<file path="src/rtl/instr_encoder_loader.sv">
// Packs R/lw/sw/beq descriptors into 32-bit MIPS words and streams them into instruction memory.
// Latency: a write strobe appears one cycle after each accepted descriptor; done rises two cycles after the last accept.
// Backpressure: in_ready is low outside a load session and once DEPTH descriptors are taken; offering more then traps in ERR.
module instr_encoder_loader #(
  parameter int ADDR_W = 8,
  parameter int DEPTH  = 256,
  parameter int BASE   = 0
) (
  input  logic              clk,
  input  logic              reset,
  input  logic              start,
  input  logic              in_valid,
  output logic              in_ready,
  input  logic [1:0]        in_kind,
  input  logic [4:0]        in_rs,
  input  logic [4:0]        in_rt,
  input  logic [4:0]        in_rd,
  input  logic [5:0]        in_funct,
  input  logic [15:0]       in_imm,
  input  logic              in_last,
  output logic              mem_we,
  output logic [ADDR_W-1:0] mem_addr,
  output logic [31:0]       mem_wdata,
  output logic [ADDR_W:0]   count,
  output logic              cpu_hold,
  output logic              done,
  output logic              overflow
);

  typedef enum logic [2:0] {
    S_IDLE,
    S_LOAD,
    S_DRAIN,
    S_DONE,
    S_ERR
  } state_t;

  localparam logic [ADDR_W:0]   DEPTH_V = (ADDR_W+1)'(DEPTH);
  localparam logic [ADDR_W-1:0] BASE_V  = ADDR_W'(BASE);

  state_t              state_q, state_d;
  logic [ADDR_W:0]     pend_q, pend_d;      // descriptors accepted this session
  logic                mem_we_q, mem_we_d;
  logic [ADDR_W-1:0]   mem_addr_q, mem_addr_d;
  logic [31:0]         mem_wdata_q, mem_wdata_d;
  logic [ADDR_W:0]     count_q, count_d;    // writes actually issued this session
  logic                cpu_hold_q, cpu_hold_d;
  logic                done_q, done_d;
  logic                overflow_q, overflow_d;
  logic                accept;
  logic                new_session;

  // Pure field packing; fields that do not belong to the kind are dropped.
  function automatic logic [31:0] encode(
    input logic [1:0]  kind,
    input logic [4:0]  rs,
    input logic [4:0]  rt,
    input logic [4:0]  rd,
    input logic [5:0]  funct,
    input logic [15:0] imm
  );
    logic [31:0] w;
    case (kind)
      2'b00:   w = {6'b000000, rs, rt, rd, 5'b00000, funct};
      2'b01:   w = {6'b100011, rs, rt, imm};
      2'b10:   w = {6'b101011, rs, rt, imm};
      default: w = {6'b000100, rs, rt, imm};
    endcase
    return w;
  endfunction

  // Ready depends only on registered state, so it never combinationally follows in_valid.
  assign in_ready = (state_q == S_LOAD) && (pend_q < DEPTH_V);
  assign accept   = in_valid && in_ready;

  // Next-state and next-output computation for the load sequencer.
  always_comb begin
    state_d     = state_q;
    pend_d      = pend_q;
    mem_we_d    = 1'b0;
    mem_addr_d  = mem_addr_q;
    mem_wdata_d = mem_wdata_q;
    count_d     = count_q;
    cpu_hold_d  = cpu_hold_q;
    done_d      = done_q;
    overflow_d  = overflow_q;
    new_session = 1'b0;

    // A write strobe in flight lands this cycle, so it is counted at this edge.
    if (mem_we_q) begin
      count_d = count_q + 1'b1;
    end

    case (state_q)
      S_IDLE: begin
        new_session = start;
      end
      S_LOAD: begin
        if (accept) begin
          mem_we_d    = 1'b1;
          mem_wdata_d = encode(in_kind, in_rs, in_rt, in_rd, in_funct, in_imm);
          mem_addr_d  = BASE_V + pend_q[ADDR_W-1:0];
          pend_d      = pend_q + 1'b1;
          if (in_last) begin
            state_d = S_DRAIN;
          end
        end else if (in_valid) begin
          // Valid while not ready in LOAD means the window is full and no last was seen.
          state_d    = S_ERR;
          overflow_d = 1'b1;
        end
      end
      S_DRAIN: begin
        state_d    = S_DONE;
        done_d     = 1'b1;
        cpu_hold_d = 1'b0;
      end
      S_DONE: begin
        new_session = start;
      end
      S_ERR: begin
        new_session = start;
      end
      default: begin
        state_d = S_IDLE;
      end
    endcase

    // Opening a session overrides any count update from a trailing write.
    if (new_session) begin
      state_d    = S_LOAD;
      pend_d     = '0;
      count_d    = '0;
      mem_addr_d = BASE_V;
      done_d     = 1'b0;
      overflow_d = 1'b0;
      cpu_hold_d = 1'b1;
    end
  end

  // State and registered outputs; reset drops any pending write immediately.
  always_ff @(posedge clk or posedge reset) begin
    if (reset) begin
      state_q     <= S_IDLE;
      pend_q      <= '0;
      mem_we_q    <= 1'b0;
      mem_addr_q  <= BASE_V;
      mem_wdata_q <= '0;
      count_q     <= '0;
      cpu_hold_q  <= 1'b1;
      done_q      <= 1'b0;
      overflow_q  <= 1'b0;
    end else begin
      state_q     <= state_d;
      pend_q      <= pend_d;
      mem_we_q    <= mem_we_d;
      mem_addr_q  <= mem_addr_d;
      mem_wdata_q <= mem_wdata_d;
      count_q     <= count_d;
      cpu_hold_q  <= cpu_hold_d;
      done_q      <= done_d;
      overflow_q  <= overflow_d;
    end
  end

  assign mem_we    = mem_we_q;
  assign mem_addr  = mem_addr_q;
  assign mem_wdata = mem_wdata_q;
  assign count     = count_q;
  assign cpu_hold  = cpu_hold_q;
  assign done      = done_q;
  assign overflow  = overflow_q;

endmodule
</file>
<file path="config.mk">
export PLATFORM = sky130hd
export DESIGN_NAME = instr_encoder_loader
export DESIGN_NICKNAME = d
export VERILOG_FILES = /design/src/rtl/instr_encoder_loader.sv
export SDC_FILE = /design/constraint.sdc
export NUM_CORES = 1
export LEC_CHECK = 0
export BUFFER_PORTS_ARGS = -buffer_cell sky130_fd_sc_hd__clkbuf_2
export CAP_MARGIN = 20
export CORE_MARGIN = 4
export CORE_UTILIZATION = 40
export DETAILED_ROUTE_END_ITERATION = 12
export HOLD_SLACK_MARGIN = 0.02
export PLACE_DENSITY = 0.79
export SLEW_MARGIN = 0
export SYNTH_ARGS = -nofsm -noshare
export SYNTH_HDL_FRONTEND = slang
export SYNTH_SLANG_ARGS = --single-unit
</file>
<file path="constraint.sdc">
create_clock -name clk -period 1.66 [get_ports clk]
set_input_delay 0.249 -clock clk [delete_from_list [all_inputs] [get_ports clk]]
set_output_delay 0.249 -clock clk [all_outputs]
set_load 0.05 [all_outputs]
</file>
Yosys cells after proc, flatten, opt, wreduce, memory -nomap -nowiden
Cells that the tools add are included. W data, S select, Z words.

Register bits after elaboration: 65. Latch bits: 0. Bits in writable memories: 0. ROM bits: 0. Input port bits: 44. Output and inout port bits: 54. Memories kept: 0.

$add $sub $neg: 2. Multipliers: 0. Divide/modulo/power cells: 0. Magnitude comparators: 1. Equality and inequality tests: 10. Shifts and indexed selects: 0. Mux-type cells: 25. Bitwise operators: 0. Reductions and logical operators: 14.

Operators with widths (count): $pmux W32 S3 (1); $mux W9 (5); $mux W8 (3); $add A9 B1 Y9 const B (2); $mux W3 (4); $mux W1 (11); $reduce_bool A2 Y1 (5); $lt A9 B9 Y1 const B (1); $pmux W3 S3 (1); $ne A4 B4 Y1 const B (2); $eq A3 B2 Y1 const B (2); $reduce_and A3 Y1 (2); $ne A2 B1 Y1 const B (2); $reduce_and A2 Y1 (2); $eq A3 B1 Y1 const B (1); $eq A3 B3 Y1 const B (1); $logic_not A3 Y1 (1); $reduce_or A3 Y1 (1); $eq A2 B1 Y1 const B (1); $eq A2 B2 Y1 const B (1); $logic_and A1 B1 Y1 (2); $logic_not A2 Y1 (1).

Depth between registers and ports, before layout
Gate-level depths: netlist of the first run.

Depth in word-level cells: 6. Gate-level depth with buffers: 7.

Worst setup path before layout of the first run
No wires, ideal clock.

Path type: reg2reg. Start point: reg state_q[2]. End point: reg mem_wdata_q[0], in the netlist mem_wdata[0]. Library setup time: 0.078 ns. Data arrival time: 1.687 ns. Required time: 1.582 ns. Path slack: -0.105 ns. Stages on the path, launching flop included: 7. Period minus slack after synthesis: 1.765 ns. Path through: dfrtp_1 or4b_1 buf_4 clkinv_2 buf_2 a21oi_1 a21oi_1.

Longest elaborated chain between the ends: 4.

Ends and longest elaborated chain: start: declaration (RTL line 41) `state_t state_q, state_d;`; start signal: assignment (RTL line 154) `state_q <= state_d;`; $eq A3 B1 Y1 (RTL line 73) `assign in_ready = (state_q == S_LOAD) && (pend_q < DEPTH_V);`; $logic_and A1 B1 Y1 (RTL line 73); net in_ready (RTL line 13) `output logic in_ready,`; $logic_and A1 B1 Y1 (RTL line 74) `assign accept = in_valid && in_ready;`; $reduce_and A2 Y1 (no source line); end signal: assignment (RTL line 158) `mem_wdata_q <= mem_wdata_d;`; end: declaration (RTL line 45) `logic [31:0] mem_wdata_q, mem_wdata_d;`.

The timed path passes the listed nets, and every way through them passes these cells. A chain may end at the register's enable or synchronous reset.

Worst setup path in the final report of the first run
Start point: reg pend_q[8]. End point: out in_ready.

Longest elaborated chain between the ends: 2.

Ends and longest elaborated chain: start: declaration (RTL line 42) `logic [ADDR_W:0] pend_q, pend_d;`; start signal: assignment (RTL line 155) `pend_q <= pend_d;`; $lt A9 B9 Y1 (RTL line 73); $logic_and A1 B1 Y1 (RTL line 73); end: declaration (RTL line 13).

Every way passes these cells.

==> qor.txt, run 1 <==
status = finished, violations left
violations in the final reports = negative setup slack
Worst-path clk slew = 0.06 ns
FF+latch count, synth = 62
Most used DFF post-synth = dfrtp_1
Syn Area/Cell = 10.8 sq um
# IOs = 98
cell family with most CP delay = simple AND/OR/NAND/NOR gates
post-synthesis async set-or-reset flop share = 1.00
final max-slew violation count = 0
EDFF count, synth = 0
Worst Max-Slew Pin Slew = 0.787 ns
hold crit path type = input pin to flip-flop
Final min period = 1.84 ns
Synth cell types = 40
fraction of layout cells with a size suffix above 1 = 0.395
Critical Path AT = 1.59 ns
period utilization = 1.11
die area = 8610 sq um
H-tree depth = 3
Critical Path Stages = 4
yosys warns = 0
CTS tree = done
ANT nets after route = 0
initial antenna violation count = 0
FILL cells = 583
GRT overflow = 0
Max-Cap Viols = 0
Post-Syn Nets = 316
R2R depth = 5
Buf/Inv on CP = 3
crit-path cells = or4b_4, buf_6, clkinv_4, clkbuf_16
CTS Sinks = 62
Max Fanout on Critical Path = 2
clock latency at the later pin of the worst-skew pair = 0.33 ns
Initial Util = 0.418
# diodes = 0
Leakage = 1.85 nW
commonest non-fill, non-tap cells in the layout = 95 x clkbuf_2, 61 x dfrtp_1, 34 x a21oi_1, 19 x o21ai_0
Post-Syn Area = 2870 sq um
synth top area cells = dfrtp_1 53%, a21oi_1 6.3%, o21ai_0 3.8%, a22oi_1 3.1%, ha_1 3.0%
critical path required time = 1.41 ns
CTS buffer count = 9
Area Overhead vs Synth = 34.5%
Initial DRC Count = 137
min setup slack post-route = -0.181 ns
clk root buf = clkbuf_8
first-pass GRT wire length = 12300 microns
Post-Synthesis Cells = 265
DRC violations left = 0
vias in the first global route = 2552
fin cells = 476
GRT Util Overall = 0.179
Fin Clk Skew = 0.00450 ns
Routed WL = 7360 microns
port bufs = 96
final hold vios = 0
die width = 92.8 microns
crit end category = primary output
Setup TNS = -2.73 ns
Core Region = 6870 sq um
hold path cells = 2
slowest CP cell = or4b_4
Setup CP Type = flip-flop to primary output
final setup fails = 26
Vias = 2523
Die Height = 92.8 microns
sequential cell area fraction in the yosys report = 0.540
Power Density = 1970 nW/um^2
final hold slack = 0.129 ns
RePlAce Congestion = 0.772
fin nets = 428
most common cell after layout, fill and taps aside = clkbuf_2
DR vias/cell = 5.30
largest net degree at the start of global routing = 49
num rows = 30
worst-case clock buffer depth = 2
Peak VDD IR = 1080 uV
fmax = 543 MHz
drt pass-1 iters = 5
unrepaired setup endpoints after global routing = yes
dpl cells = 455
dominant cell type by area after synthesis = dfrtp_1
delay of the slowest critical-path stage = 0.54 ns
Routed WL per cell = 15.5 microns
post-synth top area share = 0.531
Slew headroom = 0.474
Startpoint Class = flip-flop
post-DP HPWL = 5100 microns
-- per-layer routing --
| metal | global-route usage | vias to the layer above | share of wire |
|---|---|---|---|
| met4 | 0.0745 | 0 | 0.018 |
| met5 | 0 | - | 0 |
| met2 | 0.288 | 88 | 0.48 |
| li1 | - | 1200 | - |
| met1 | 0.228 | 1224 | 0.44 |
| met3 | 0.0479 | 11 | 0.067 |
-- power by group --
part | switching (mW) | internal (mW) | total, mW
sequential | 0.334 | 2.02 | 2.36
clock | 0.536 | 0.561 | 1.10
combinational | 2.88 | 1.28 | 4.17
total | 3.75 | 3.87 | 7.62
-- registers in the layout, summed over array words and instances, names as in the netlist --
signal / count
state_q: 3
overflow: 1
done: 1
pend_q: 9
mem_addr: 8
cpu_hold: 1
count: 9
mem_we: 1
mem_wdata: 29
-- worst register-to-register path, cell delays in order, from the launching register on --
cell     delay [ns]
dfrtp_1        0.38
or4b_4         0.54
buf_4          0.17
nor2_8         0.11
buf_12         0.14
mux2_2         0.34
-- final timing paths --
| check | from | to | slack [ns] |
|---|---|---|---|
| worst min register to register | mem_wdata[21] | mem_wdata[21] | 0.49 |
| worst min-delay path | in_rs[0] | mem_wdata[21] | 0.13 |
| max in group asynchronous | reset | cpu_hold | 0.63 |
| min in group asynchronous | reset | mem_wdata[18] | 0.43 |
| worst max register to register | pend_q[8] | mem_wdata[28] | -0.14 |
| worst max-delay path | pend_q[8] | in_ready | -0.18 |
-- area by class of cell --
| class | count | area [sq um] | share of cell area |
|---|---|---|---|
| clock buffers | 12 | 145 | 0.0376 |
| flip-flops and latches | 62 | 1550 | 0.402 |
| clock inverters | 2 | 10.0 | 0.00259 |
| multi-input cells | 174 | 1200 | 0.312 |
| inverters | 8 | 38.8 | 0.0100 |
| well taps | 96 | 120 | 0.0311 |
| repair buffers | 122 | 793 | 0.205 |
-- logic make-up (layout without fill, tap and decap cells) --
kind of cell,count (synthesis),in the layout,share of synthesized area
AOI/OAI and AO/OA,89,89,0.186
xor gates and xnor gates,4,4,0.0122
adders and majority gates,7,7,0.0305
buffers and inverters,29,144,0.0514
DFF,62,62,0.540
muxes,15,15,0.0579
other,1,1,0.00130
and+or+nand+nor,58,58,0.120
-- cell usage after synthesis (6+ instances only) --
| master | n |
|---|---|
| dfrtp_1 | 61 |
| a21oi_1 | 36 |
| o21ai_0 | 22 |
| nand2_1 | 14 |
| a22oi_1 | 12 |
| clkbuf_1 | 11 |
| nand4_1 | 10 |
| nor2_1 | 10 |
| o2bb2ai_1 | 9 |
| ha_1 | 7 |
| mux2_1 | 7 |
| or3_1 | 7 |
| inv_1 | 6 |
| mux2_2 | 6 |
-- through the flow --
| stage | total power, mW | cell area [sq um] | setup slack [ns] | util |
|---|---|---|---|---|
| 2_1_floorplan | 5.23 | 2880 | -0.0950 | - |
| 3_3_place_gp | 6.15 | 3550 | -0.118 | 0.517 |
| 3_5_place_dp | 6.25 | 3550 | -0.142 | 0.517 |
| 4_1_cts | 7.60 | 3810 | -0.184 | 0.554 |
| 5_1_grt | 8.05 | 3860 | -0.233 | 0.563 |
| 6_report | 7.62 | 3860 | -0.181 | 0.563 |
-- timing repair --
action / CTS / global route
endpoints found under the setup margin: 40 / 40
endpoints found under the hold margin: 14 / 0
resized for setup: 9 / 9
hold buffers: 1 / 0
buffers inserted: 2 / 3
cloned: 1 / 1
pin swaps: 1 / 4
Note: power is estimated with default switching activity, not from simulation.
==> run 2: changes to the inputs <==
--- a/config.mk
+++ b/config.mk
@@ -9,9 +9,11 @@
 export CAP_MARGIN = 20
 export CORE_MARGIN = 4
 export CORE_UTILIZATION = 40
+export CTS_BUF_LIST = sky130_fd_sc_hd__clkbuf_4
 export DETAILED_ROUTE_END_ITERATION = 12
 export HOLD_SLACK_MARGIN = 0.02
 export PLACE_DENSITY = 0.79
+export RECOVER_POWER = 100
 export SLEW_MARGIN = 0
 export SYNTH_ARGS = -nofsm -noshare
 export SYNTH_HDL_FRONTEND = slang
==> qor.txt, run 2 (synthesized netlist as in run 1, its figures left out) <==
status = finished, violations left
violations in the final reports = negative setup slack
Setup Slack @ Placement = -0.142 ns (unchanged)
max FFs per register = 29 (unchanged)
Routed WL per cell = 15.3 microns (-1.1%)
fraction of layout cells with a size suffix above 1 = 0.395 (unchanged)
GRT Util Overall = 0.178 (-0.00132)
drt pass-1 iters = 4 (-1)
num rows = 30 (unchanged)
Worst-path clk slew = 0.10 ns (+0.04 ns)
clock latency at the later pin of the worst-skew pair = 0.39 ns (+0.06 ns)
R2R setup slack = -0.13 ns (about the same)
Leakage = 1.82 nW (-1.7%)
Register Area = 1550 sq um (unchanged)
r2r startpoint = pend_q[8]
port bufs = 96 (unchanged)
fmax = 526 MHz (-3.2%)
R2R depth = 5 (unchanged)
Final min period = 1.90 ns (+0.0608 ns)
unrepaired setup endpoints after global routing = yes
commonest non-fill, non-tap cells in the layout = 94 x clkbuf_2, 61 x dfrtp_1, 34 x a21oi_1, 19 x o21ai_0, 16 x buf_4
Fin Clk Skew = 0.0129 ns (+0.00840 ns)
clk root buf = clkbuf_4
Initial Util = 0.418 (unchanged)
CTS tree = done
initial antenna violation count = 0 (unchanged)
hold path start = in_rs[1]
most common cell after layout, fill and taps aside = clkbuf_2
Routed WL = 7280 microns (-1.1%)
GRT overflow = 0 (unchanged)
Vias = 2508 (-0.59%)
worst-case clock buffer depth = 2 (unchanged)
Critical Path AT = 1.65 ns (+0.06 ns)
period utilization = 1.15 (+0.0367)
final setup fails = 26 (unchanged)
hold path cells = 2 (unchanged)
Worst Max-Slew Pin Slew = 0.790 ns (+0.00332 ns)
Multi-input gate area = 1200 sq um (unchanged)
ANT nets after route = 0 (unchanged)
Peak VDD IR = 1050 uV (-2.2%)
Max Fanout on Critical Path = 2 (unchanged)
Power Density = 1930 nW/um^2 (-2.1%)
CTS buffer count = 9 (unchanged)
RePlAce Congestion = 0.772 (unchanged)
min setup slack post-route = -0.241 ns (-0.0608 ns)
Startpoint Class = flip-flop
die area = 8610 sq um (unchanged)
Die Height = 92.8 microns (unchanged)
die width = 92.8 microns (unchanged)
Core Region = 6870 sq um (unchanged)
critical path required time = 1.41 ns (about the same)
vias in the first global route = 2551 (-0.039%)
Max-Cap Viols = 0 (unchanged)
FILL cells = 598 (+2.6%)
hold path endpoint = mem_wdata[22]
# IOs = 98 (unchanged)
DRC violations left = 0 (unchanged)
metal1 wirelength = 3170 microns (-1.7%)
metal3 WL = 518 microns (+5.1%)
fin cells = 476 (unchanged)
DR vias/cell = 5.27 (-0.59%)
crit end category = primary output
# diodes = 0 (unchanged)
crit path from = pend_q[8]
final max-slew violation count = 0 (unchanged)
fin nets = 428 (unchanged)
Met2 Routed Length = 3540 microns (+0.97%)
post-DP HPWL = 5100 microns (unchanged)
Max Used Layer = met4
Area Overhead vs Synth = 31.7%
H-tree depth = 3 (unchanged)
Initial DRC Count = 151 (+10%)
end of the worst register-to-register path = mem_wdata[19]
final hold vios = 0 (unchanged)
dpl cells = 455 (unchanged)
largest net degree at the start of global routing = 49 (unchanged)
Slew headroom = 0.472 (-0.00222)
first-pass GRT wire length = 12300 microns (-0.39%)
Setup CP Type = flip-flop to primary output
hold crit path type = input pin to flip-flop
CTS Sinks = 62 (unchanged)
==> run 2: cell count changes in the layout (fill, tap and decap cells not counted), sizes merged <==
cell and change:
clkbuf -1, clkinv +1
==> run 2: area by class of cell <==
class                      count  share of cell area
sequential                    62               0.410
clock inverter                 3             0.00364
multi-input combinational    174               0.318
clock buffer                  11              0.0218
timing repair buffer         122               0.205
tap                           96              0.0317
inverter                       8             0.00958
==> run 2: worst max-delay path, stage by stage (launching register included) <==
cell and delay [ns]:
dfrtp_1 0.39, or4b_4 0.54, buf_6 0.14, clkinv_4 0.05
clkbuf_16 0.15
==> run 2: where the power goes <==
group	leakage, nW	switching, mW	internal (mW)	total [mW]
registers	0.789	0.331	2.02	2.35
clock network	0.0600	0.496	0.317	0.813
logic	0.969	2.88	1.27	4.15
total	1.82	3.71	3.60	7.31
==> run 2: through the flow <==
stage / util / power, mW / TNS, ns / instance area [sq um] / hold slack, ns
2_1_floorplan: - / 5.23 / -0.665 / 2880 / 0.367
3_3_place_gp: 0.517 / 6.15 / -2.12 / 3550 / 0.233
3_5_place_dp: 0.517 / 6.25 / -3.54 / 3550 / 0.239
4_1_cts: 0.546 / 7.31 / -2.15 / 3750 / 0.0601
5_1_grt: 0.551 / 7.75 / -4.47 / 3790 / 0.0477
6_report: 0.551 / 7.31 / -2.40 / 3790 / 0.0733
==> run 2: routing by layer <==
| layer | track usage | vias up |
|---|---|---|
| li1 | - | 1196 |
| met1 | 0.225 | 1222 |
| met2 | 0.295 | 84 |
| met3 | 0.0552 | 6 |
| met4 | 0.0464 | 0 |
| met5 | 0 | - |
==> run 2: timing repair <==
| item | in CTS | in global routing |
|---|---|---|
| cloned | 1 | 1 |
| hold buffers | 1 | 0 |
| gates resized for setup | 8 | 9 |
| hold endpoints to repair | 14 | 0 |
| setup buffers | 2 | 3 |
| setup endpoints to repair | 40 | 40 |
| pin swaps | 1 | 4 |
==> run 2: worst max-delay path by stage <==
stage                    end  slack (ns)
6_report            in_ready       -0.24
3_3_place_gp        in_ready       -0.12
3_5_place_dp   mem_wdata[11]       -0.14
5_1_grt             in_ready       -0.31
4_1_cts             in_ready       -0.24
2_1_floorplan  mem_wdata[16]       -0.09
==> run 3: changes to the inputs <==
--- a/config.mk
+++ b/config.mk
@@ -12,9 +12,9 @@
 export CTS_BUF_LIST = sky130_fd_sc_hd__clkbuf_4
 export DETAILED_ROUTE_END_ITERATION = 12
 export HOLD_SLACK_MARGIN = 0.02
-export PLACE_DENSITY = 0.79
+export PLACE_DENSITY = 0.75
 export RECOVER_POWER = 100
-export SLEW_MARGIN = 0
+export SLEW_MARGIN = 5
 export SYNTH_ARGS = -nofsm -noshare
 export SYNTH_HDL_FRONTEND = slang
 export SYNTH_SLANG_ARGS = --single-unit
==> qor.txt, run 3 (synthesized netlist as in run 1, its figures left out) <==
metal1 wirelength = 3330 microns (+5.1%)
Setup TNS = -2.62 ns (-0.217 ns)
Max Fanout on Critical Path = 3 (+1)
clock latency at the later pin of the worst-skew pair = 0.39 ns (about the same)
Vias = 2608 (+4.0%)
drt pass-1 iters = 4 (unchanged)
internal power = 4.14 mW (+15%)
Switching Share = 0.495 (-0.0125)
Initial Util = 0.418 (unchanged)
DR vias/cell = 5.37 (+1.8%)
crit end category = primary output
Area Overhead vs Synth = 42.5%
CTS tree = done
clk root buf = clkbuf_4
final hold vios = 0 (unchanged)
Worst-path clk slew = 0.10 ns (about the same)
port bufs = 96 (unchanged)
most common cell after layout, fill and taps aside = clkbuf_2
Critical Path AT = 1.62 ns (-0.03 ns)
num rows = 30 (unchanged)
H-tree depth = 3 (unchanged)
# IOs = 98 (unchanged)
critical path required time = 1.41 ns (about the same)
FILL cells = 570 (-4.7%)
DRC violations left = 0 (unchanged)
initial antenna violation count = 0 (unchanged)
vias in the first global route = 2582 (+1.2%)
Peak VDD IR = 1350 uV (+28%)
ANT nets after route = 0 (unchanged)
Slew headroom = 0.344 (-0.128)
Routed WL = 7870 microns (+8.2%)
die width = 92.8 microns (unchanged)
Fin Clk Skew = 0.0116 ns (-0.00127 ns)
Core Region = 6870 sq um (unchanged)
status = finished, violations left
GRT overflow = 0 (unchanged)
fraction of layout cells with a size suffix above 1 = 0.508 (+0.113)
die area = 8610 sq um (unchanged)
hold crit path type = input pin to flip-flop
Flop pwr share = 0.292 (-0.029)
Die Height = 92.8 microns (unchanged)
Worst Max-Slew Pin Slew = 0.979 ns (+0.188 ns)
Routed WL per cell = 16.2 microns (+6.0%)
total power draw = 8.19 mW (+12%)
final setup fails = 37 (+42%)
first-pass GRT wire length = 12400 microns (+1.4%)
violations in the final reports = negative setup slack
CTS buffer count = 9 (unchanged)
dpl cells = 457 (+0.44%)
min setup slack post-route = -0.211 ns (+0.0305 ns)
Clock power frac = 0.137 (+0.026)
post-DP HPWL = 5140 microns (+0.92%)
Setup Slack @ Placement = -0.195 ns (-0.0521 ns)
fin nets = 437 (+2.1%)
fmax = 535 MHz (+1.6%)
Final min period = 1.87 ns (-0.0305 ns)
# diodes = 0 (unchanged)
metal3 WL = 572 microns (+10%)
switching pwr = 4.05 mW (+9.3%)
Startpoint Class = flip-flop
unrepaired setup endpoints after global routing = yes
CTS Sinks = 62 (unchanged)
largest net degree at the start of global routing = 24 (-51%)
post-layout util = 0.596 (+0.0450)
Power Density = 2000 nW/um^2 (+3.6%)
Met2 Routed Length = 3840 microns (+8.3%)
Initial DRC Count = 105 (-30%)
RePlAce Congestion = 0.766 (-0.83%)
max FFs per register = 29 (unchanged)
commonest non-fill, non-tap cells in the layout = 96 x clkbuf_2, 60 x dfrtp_1, 23 x a21oi_1, 14 x buf_4
fin cells = 486 (+2.1%)
Register Area = 1550 sq um (about the same)
Leakage = 1.95 nW (+7.4%)
Max Used Layer = met4
final max-slew violation count = 0 (unchanged)
GRT Util Overall = 0.184 (+0.00633)
Max-Cap Viols = 0 (unchanged)
worst-case clock buffer depth = 2 (unchanged)
Multi-input gate area = 1410 sq um (+17%)
Logic pwr share = 0.571 (+0.004)
Setup CP Type = flip-flop to primary output
period utilization = 1.13 (-0.0184)
==> run 3: changes by cell type in the layout (fill, tap and decap cells not counted), sizes merged <==
cell / previous run / this run
buf: 24 / 29
bufbuf: 1 / 0
bufinv: 0 / 2
clkbuf: 107 / 110
clkinv: 4 / 5
==> run 3: path summary, 6_finish.rpt <==
path                                     from       endpoint  slack, ns  depth (start not counted)
min in group asynchronous               reset    mem_addr[4]       0.54                          3
worst min-delay path                 in_rt[2]  mem_wdata[18]       0.08                          2
worst min register to register  mem_wdata[10]  mem_wdata[10]       0.48                          2
max in group asynchronous               reset  mem_wdata[27]       0.24                          4
worst max-delay path               state_q[1]       in_ready      -0.21                          3
worst max register to register     state_q[1]  mem_wdata[27]      -0.19                          5
==> run 3: final cells by class <==
class,count,area share
flip-flops and latches,62,0.379
inverters,8,0.0107
multi-input cells,174,0.343
clock buffers,9,0.0165
repair buffers,131,0.202
well taps,96,0.0293
clock inverters,6,0.0189
==> run 3: stage by stage <==
stage / hold slack, ns / area (sq um)
5_1_grt: 0.0589 / 4100
2_1_floorplan: 0.367 / 2880
3_5_place_dp: 0.314 / 3560
6_report: 0.0839 / 4100
3_3_place_gp: 0.301 / 3560
4_1_cts: 0.0603 / 4000
==> run 3: critical path, cell delays in order (launching register included) <==
cell and delay [ns]:
dfrtp_1 0.39, or4b_4 0.63, clkinv_8 0.08, buf_12 0.12
==> run 3: timing repair <==
| action | CTS | global route |
|---|---|---|
| pin swaps | 2 | 4 |
| hold endpoints to repair | 16 | 0 |
| hold buffers | 1 | 0 |
| resized for setup | 38 | 51 |
| gates cloned | 2 | 1 |
| setup endpoints to repair | 36 | 40 |
| setup buffers | 7 | 10 |
==> run 3: power by group through the flow <==
stage | sequential (mW) | clock (mW) | combinational (mW)
final | 2.40 | 1.12 | 4.68
after global routing | 2.45 | 1.22 | 4.93
after CTS | 2.36 | 1.14 | 4.50
after detailed placement | 2.37 | 0 | 3.90
after global placement | 2.35 | 0 | 3.83
after floorplan | 3.90 | 0 | 1.33
==> run 3: metal layers <==
metal / vias up / track usage
met3: 11 / 0.0455
li1: 1215 / -
met5: - / 0
met4: 0 / 0.0855
met1: 1283 / 0.235
met2: 99 / 0.293
